`src/rtl/apb_dec_pkg.sv`:
```
// Shared types and helpers for the multi-slave APB address decoder.
// Holds the sequencer state encoding, default map constants and priority helpers.
package apb_dec_pkg;

   typedef enum logic [1:0] {
      IDLE   = 2'd0,
      SETUP  = 2'd1,
      ACCESS = 2'd2,
      RESP   = 2'd3
   } dec_state_e;

   localparam int MAX_SLV     = 16;
   localparam int DEF_NUM_SLV = 4;
   localparam int DEF_AW      = 32;
   localparam int DEF_DW      = 32;
   localparam int DEF_TIMEOUT = 16;
   localparam logic [31:0] DEF_PAGE_MASK = 32'hFFFF_F000;

   // Isolates the lowest set bit, so the lowest-numbered slave wins overlaps.
   function automatic logic [MAX_SLV-1:0] onehot_prio(input logic [MAX_SLV-1:0] vec);
      return vec & (~vec + MAX_SLV'(1));
   endfunction

   function automatic int onehot_idx(input logic [MAX_SLV-1:0] oh);
      int idx;
      idx = 0;
      for (int i = 0; i < MAX_SLV; i++) begin
         if (oh[i]) idx = i;
      end
      return idx;
   endfunction

endpackage

```
`src/rtl/apb_dec_match.sv`:
```
// Combinational base/mask address match for every slave.
// Produces the prioritised one-hot select, an any-hit flag and the winning index.
module apb_dec_match
   import apb_dec_pkg::*;
#(
   parameter int                      NUM_SLV  = DEF_NUM_SLV,
   parameter int                      AW       = DEF_AW,
   parameter int                      IW       = 2,
   parameter logic [NUM_SLV*AW-1:0]   SLV_BASE = '0,
   parameter logic [NUM_SLV*AW-1:0]   SLV_MASK = '0
) (
   input  logic [AW-1:0]      haddr_i,
   output logic [NUM_SLV-1:0] onehot_o,
   output logic               hit_any_o,
   output logic [IW-1:0]      first_idx_o
);

   logic [NUM_SLV-1:0] raw_hit;
   logic [NUM_SLV-1:0] hit_vec;
   logic [MAX_SLV-1:0] hit_pad;
   logic               addr_nz;

   generate
      for (genvar gi = 0; gi < NUM_SLV; gi++) begin : g_cmp
         assign raw_hit[gi] = ((haddr_i & SLV_MASK[gi*AW +: AW]) ==
                               (SLV_BASE[gi*AW +: AW] & SLV_MASK[gi*AW +: AW]));
      end
   endgenerate

   // A null address is treated as a bus error even if some slot would match it.
   assign addr_nz = |haddr_i;
   assign hit_vec = raw_hit & {NUM_SLV{addr_nz}};

   always_comb begin
      hit_pad                = '0;
      hit_pad[NUM_SLV-1:0]   = hit_vec;
   end

   assign hit_any_o   = |hit_vec;
   assign first_idx_o = IW'(onehot_idx(onehot_prio(hit_pad)));
   assign onehot_o    = hit_any_o ? (NUM_SLV'(1) << first_idx_o) : '0;

endmodule

```
`src/rtl/apb_multi_slave_decoder.sv`:
```
// APB select sequencer: decodes HADDR to one slave, walks SETUP/ACCESS, and
// returns the selected slave's response or an error on decode miss / timeout.
module apb_multi_slave_decoder
   import apb_dec_pkg::*;
#(
   parameter int                      NUM_SLV  = DEF_NUM_SLV,
   parameter int                      AW       = DEF_AW,
   parameter int                      DW       = DEF_DW,
   parameter logic [NUM_SLV*AW-1:0]   SLV_BASE = '0,
   parameter logic [NUM_SLV*AW-1:0]   SLV_MASK = '0,
   parameter int                      TIMEOUT  = DEF_TIMEOUT,
   localparam int                     IW       = (NUM_SLV > 1) ? $clog2(NUM_SLV) : 1
) (
   input  logic                  HCLK,
   input  logic                  HRESETn,
   input  logic [AW-1:0]         HADDR,
   input  logic                  start,
   output logic [NUM_SLV-1:0]    PSEL,
   output logic                  PENABLE,
   input  logic [NUM_SLV-1:0]    PREADY_s,
   input  logic [NUM_SLV-1:0]    PSLVERR_s,
   input  logic [NUM_SLV*DW-1:0] PRDATA_s,
   output logic                  busy,
   output logic                  done,
   output logic                  err,
   output logic [DW-1:0]         rdata,
   output logic [IW-1:0]         sel_idx
);

   localparam int CW = (TIMEOUT > 0) ? $clog2(TIMEOUT + 1) : 1;

   dec_state_e          state_q,   state_d;
   logic [NUM_SLV-1:0]  psel_q,    psel_d;
   logic                penable_q, penable_d;
   logic                done_q,    done_d;
   logic                err_q,     err_d;
   logic [DW-1:0]       rdata_q,   rdata_d;
   logic [IW-1:0]       sel_idx_q, sel_idx_d;
   logic [CW-1:0]       cnt_q,     cnt_d;

   logic [NUM_SLV-1:0]  dec_onehot;
   logic                dec_hit;
   logic [IW-1:0]       dec_idx;
   logic                pready_sel;
   logic                pslverr_sel;
   logic [DW-1:0]       prdata_sel;
   logic                timed_out;

   apb_dec_match #(
      .NUM_SLV  (NUM_SLV),
      .AW       (AW),
      .IW       (IW),
      .SLV_BASE (SLV_BASE),
      .SLV_MASK (SLV_MASK)
   ) u_match (
      .haddr_i     (HADDR),
      .onehot_o    (dec_onehot),
      .hit_any_o   (dec_hit),
      .first_idx_o (dec_idx)
   );

   // Response path is steered by the latched index; other slaves' PREADY is ignored.
   assign pready_sel  = PREADY_s[sel_idx_q];
   assign pslverr_sel = PSLVERR_s[sel_idx_q];
   assign prdata_sel  = PRDATA_s[sel_idx_q*DW +: DW];
   assign timed_out   = (TIMEOUT > 0) && (cnt_q == CW'(TIMEOUT - 1));

   always_ff @(posedge HCLK or negedge HRESETn) begin
      if (!HRESETn) begin
         state_q   <= IDLE;
         psel_q    <= '0;
         penable_q <= 1'b0;
         done_q    <= 1'b0;
         err_q     <= 1'b0;
         rdata_q   <= '0;
         sel_idx_q <= '0;
         cnt_q     <= '0;
      end else begin
         state_q   <= state_d;
         psel_q    <= psel_d;
         penable_q <= penable_d;
         done_q    <= done_d;
         err_q     <= err_d;
         rdata_q   <= rdata_d;
         sel_idx_q <= sel_idx_d;
         cnt_q     <= cnt_d;
      end
   end

   always_comb begin
      state_d   = state_q;
      psel_d    = psel_q;
      penable_d = penable_q;
      done_d    = 1'b0;
      err_d     = err_q;
      rdata_d   = rdata_q;
      sel_idx_d = sel_idx_q;
      cnt_d     = cnt_q;

      unique case (state_q)
         IDLE: begin
            if (start) begin
               if (dec_hit) begin
                  state_d   = SETUP;
                  sel_idx_d = dec_idx;
                  psel_d    = dec_onehot;
                  penable_d = 1'b0;
               end else begin
                  state_d   = RESP;
                  psel_d    = '0;
                  done_d    = 1'b1;
                  err_d     = 1'b1;
                  rdata_d   = '0;
               end
            end
         end
         SETUP: begin
            state_d   = ACCESS;
            penable_d = 1'b1;
            cnt_d     = '0;
         end
         ACCESS: begin
            // PREADY is checked first so a ready on the last allowed cycle still completes normally.
            if (pready_sel) begin
               state_d   = RESP;
               psel_d    = '0;
               penable_d = 1'b0;
               done_d    = 1'b1;
               err_d     = pslverr_sel;
               rdata_d   = prdata_sel;
            end else if (timed_out) begin
               state_d   = RESP;
               psel_d    = '0;
               penable_d = 1'b0;
               done_d    = 1'b1;
               err_d     = 1'b1;
               rdata_d   = '0;
            end else if (cnt_q != '1) begin
               cnt_d = cnt_q + CW'(1);
            end
         end
         RESP: begin
            state_d = IDLE;
         end
         default: begin
            state_d   = IDLE;
            psel_d    = '0;
            penable_d = 1'b0;
         end
      endcase
   end

   assign PSEL    = psel_q;
   assign PENABLE = penable_q;
   assign busy    = (state_q != IDLE);
   assign done    = done_q;
   assign err     = err_q;
   assign rdata   = rdata_q;
   assign sel_idx = sel_idx_q;

endmodule

```
`config.mk`:
```
export PLATFORM = sky130hd
export DESIGN_NAME = apb_multi_slave_decoder
export DESIGN_NICKNAME = d
export VERILOG_FILES = /design/src/rtl/apb_dec_pkg.sv /design/src/rtl/apb_dec_match.sv /design/src/rtl/apb_multi_slave_decoder.sv
export SDC_FILE = /design/constraint.sdc
export NUM_CORES = 1
export LEC_CHECK = 0
export ABC_AREA = 1
export CORE_ASPECT_RATIO = 0.8
export CORE_MARGIN = 3
export CORE_UTILIZATION = 40
export CTS_BUF_LIST = sky130_fd_sc_hd__clkbuf_4
export DETAILED_ROUTE_END_ITERATION = 7
export PLACE_DENSITY = 0.86
export SLEW_MARGIN = 25
export SYNTH_ARGS = -nofsm -noshare
export SYNTH_HDL_FRONTEND = slang
export SYNTH_HIERARCHICAL = 1
export SYNTH_SLANG_ARGS = --single-unit
```
`constraint.sdc`:
```
create_clock -name HCLK -period 1.8 [get_ports HCLK]
set_input_delay 0.36 -clock HCLK [delete_from_list [all_inputs] [get_ports HCLK]]
set_output_delay 0.36 -clock HCLK [all_outputs]
set_load 0.02 [all_outputs]
```
==> results of run 1 <==
==> registers in the layout (all words and copies together) (netlist names) <==
name     flops
PENABLE      1
PSEL         4
cnt_q        5
done         1
err          1
rdata       32
sel_idx      2
state_q      2
==> worst min path at each step <==
stage                        start               endpoint  slack, ns  cells past startpoint
2_1_floorplan              HRESETn    PENABLE$_DFFE_PN0P_       0.06                      0
3_3_place_gp               HRESETn  rdata[19]$_DFFE_PN0P_       0.38                      1
3_5_place_dp               HRESETn  rdata[21]$_DFFE_PN0P_       0.40                      1
4_1_cts        PSEL[1]$_DFFE_PN0P_    PSEL[1]$_DFFE_PN0P_       0.50                      2
5_1_grt                    HRESETn  rdata[21]$_DFFE_PN0P_       0.54                      2
6_report       PSEL[2]$_DFFE_PN0P_    PSEL[2]$_DFFE_PN0P_       0.50                      2
==> layer usage <==
metal  GRT usage  share of wire
met2      0.4727           0.51
met5           0              0
met4     0.04748          0.018
met3     0.05421          0.084
met1      0.3100           0.39
==> critical path: stages, from the launching register on <==
cell       delay (ns)
dfrtp_1          0.43
ha_2             0.22
nand2_2          0.08
nor2_2           0.15
ha_2             0.21
inv_2            0.05
nand3_4          0.12
nand3_4          0.18
clkbuf_16        0.23
nand2_2          0.06
nand2_1          0.05
==> metrics by stage <==
| step | hold slack, ns | instances | instance area [sq um] | setup slack (ns) |
|---|---|---|---|---|
| after floorplan | 0.06441 | 614 | 3754 | 0.1113 |
| after global placement | 0.3849 | 916 | 5997 | -0.1798 |
| after detailed placement | 0.3958 | 916 | 5997 | -0.2086 |
| after CTS | 0.4984 | 925 | 6062 | 0.01191 |
| after global routing | 0.5359 | 942 | 6407 | -0.1537 |
| final | 0.4951 | 942 | 6407 | -0.07917 |
==> placed cells by master (no fill, tap or decap), types with 2 or more instances in the layout <==
master,netlist,routed
clkdlybuf4s50_1,0,192
inv_1,28,27
conb_1,1,5
o21ai_0,5,4
dlymetal6s2s_1,0,16
nand4_1,39,39
dfrtp_1,48,47
nand3_4,2,2
inv_2,1,2
ha_1,7,5
dlygate4sd2_1,0,2
nand3_1,74,72
nand3_2,2,4
ha_2,0,2
nor2_1,54,53
clkbuf_16,0,3
clkbuf_4,0,5
nand2_2,1,23
buf_4,19,32
nor2_2,1,2
nand2_4,0,4
nand2_1,289,263
buf_2,17,2
a21oi_1,4,4
and2_1,2,2
buf_12,0,7
clkinvlp_4,0,2
==> layout make-up <==
cell class | count | area share
multi-input combinational | 488 | 0.3538
timing repair buffer | 256 | 0.4099
tap | 112 | 0.02187
clock buffer | 5 | 0.005858
clock inverter | 3 | 0.002929
sequential | 48 | 0.1877
inverter | 30 | 0.01797
==> what timing repair did <==
item	4_1_cts	5_1_grt
cloned	0	4
pin swaps	0	11
hold buffers	1	0
gates resized for setup	5	57
setup buffers	0	13
endpoints found under the hold margin	23	0
setup endpoints to repair	3	50
==> logic make-up after synthesis <==
family,count (synthesis),synth area share
AOI/OAI and AO/OA,12,0.02042
adders and majority gates,7,0.02343
buffers and inverters,78,0.1037
DFF,48,0.3213
other,1,0.001003
and+or+nand+nor,464,0.5301
==> power breakdown <==
group	switching, mW	internal (mW)
Combinational	3.56	2.62
Sequential	0.347	1.50
Clock	0.369	0.148
==> results.md, run 1 <==
* Starting Density at 0.4256
* Clock transition at path regs at 0.15 ns
* Placed wire-length estimate at 10.83 mm
* Reg2reg setup slack at -0.08 ns
* Die height at 92.47 microns
* Max Clock Freq at 532.1 MHz
* PortBufs at 212
* H-tree Lvls at 2
* First-pass GRT wire length at 22.29 mm
* Setup crit start: cnt_q[1]$_DFFE_PN0P_
* Crit path launch type: register
* Routed wire length at 14.98 mm
* Via density per instance at 5.202
* Via count at 4900
* Failing checks: negative setup slack
* CP Class: reg2reg
* All-layer global routing usage at 0.2570
* DRT iter0 DRCs at 304
* Number of global-route vias before repair at 4677
* Yosys top cell by area: dfrtp_1
* Fillers at 673
* Synth-to-Final Area Change at 71.39%
* Max Slew Vio Count at 0
* YS warnings at 6
* Status: finished, violations left
* Chip width at 114.1 microns
* RD Place Congestion at 0.8520
* RSZ-0062 raised after global routing: true
* Power Total at 8.550 mW
* Post-layout min period at 1.879 ns
* Synthesized netlist cell count at 610
* Ant diodes at 0
* Total area of sequential cells at 1202 sq um
* Maximum clock insertion buffer count at 2
* Avg Cell Area, Syn at 6.129 sq um
* Final WS setup at -0.07917 ns
* DRC viols at 0
* Final Hold Viols at 0
* Cells on worst reg2reg path at 10
* Max cap viols at 0
* Area of the mapped netlist at 3739 sq um
* Post-synthesis sequential area ratio at 0.3213
* Skew final at 0.01046 ns
* Largest net degree at the start of global routing at 35
* CTS sink cnt at 48
* Setup_tns at -1.510 ns
* Max_slew headroom at 0.6026
* Crit path capture: rdata[15]$_DFFE_PN0P_
* Most common cell in the synthesized netlist: nand2_1
* Post-synth top area share at 0.3213
* Post-synth EDFFs at 0
* WP data arrival at 2.15 ns
* Initial antenna violation count at 0
* CTS buffer count at 5
* Min-Delay Path Class: reg2reg
* Critical Path RT at 2.07 ns
* Synth cell types at 23
* LEAKAGE at 3.438 nW
* Antenna viol nets, final at 0
* Total core area at 8783 sq um
* Global route overflow at 0
* # setup viols final at 34
* Share of cells above drive strength 1 at 0.1133
* Final worst path period share at 1.044
* Wirelength per Cell at 15.90 microns
* Multi-input gate area at 2267 sq um
* Crit. End Element: register
* Synth area leaders: dfrtp_1 (32%), nand2_1 (29%), nand3_1 (9.9%)
* Critical path peak fanout at 8
* R2R Path End: rdata[15]$_DFFE_PN0P_
* Root Buffer: clkbuf_4
* P per Cell Area at 1334 nW/um^2
* Router iterations before antenna repair at 5
* Core Util, Final at 0.7295
* I/O pins at 213
* Peak supply drop at 0.9339 mV
* Post-synth ARST share at 1.000
* Clock insertion delay at the later pin of the skew report at 0.37 ns
* Main synth FF type: dfrtp_1
* Top post-synthesis cells by count: nand2_1 (289), nand3_1 (74), nor2_1 (54)
* CTS tree: yes
* Reg-to-reg critical path startpoint: cnt_q[1]$_DFFE_PN0P_
* Layout Nets at 1007
* FF+latch count, synth at 48
* Die footprint at 10550 sq um
* Least-Margin Pin Slew at 0.5961 ns
* Row count at 30
Power figures use the tool's default switching activity.
==> inputs of run 2 (changes only) <==
SLEW_MARGIN = not set   (was 25)
==> results of run 2 <==
Same layout as run 1: the final DEF is identical, and so are final timing and power.
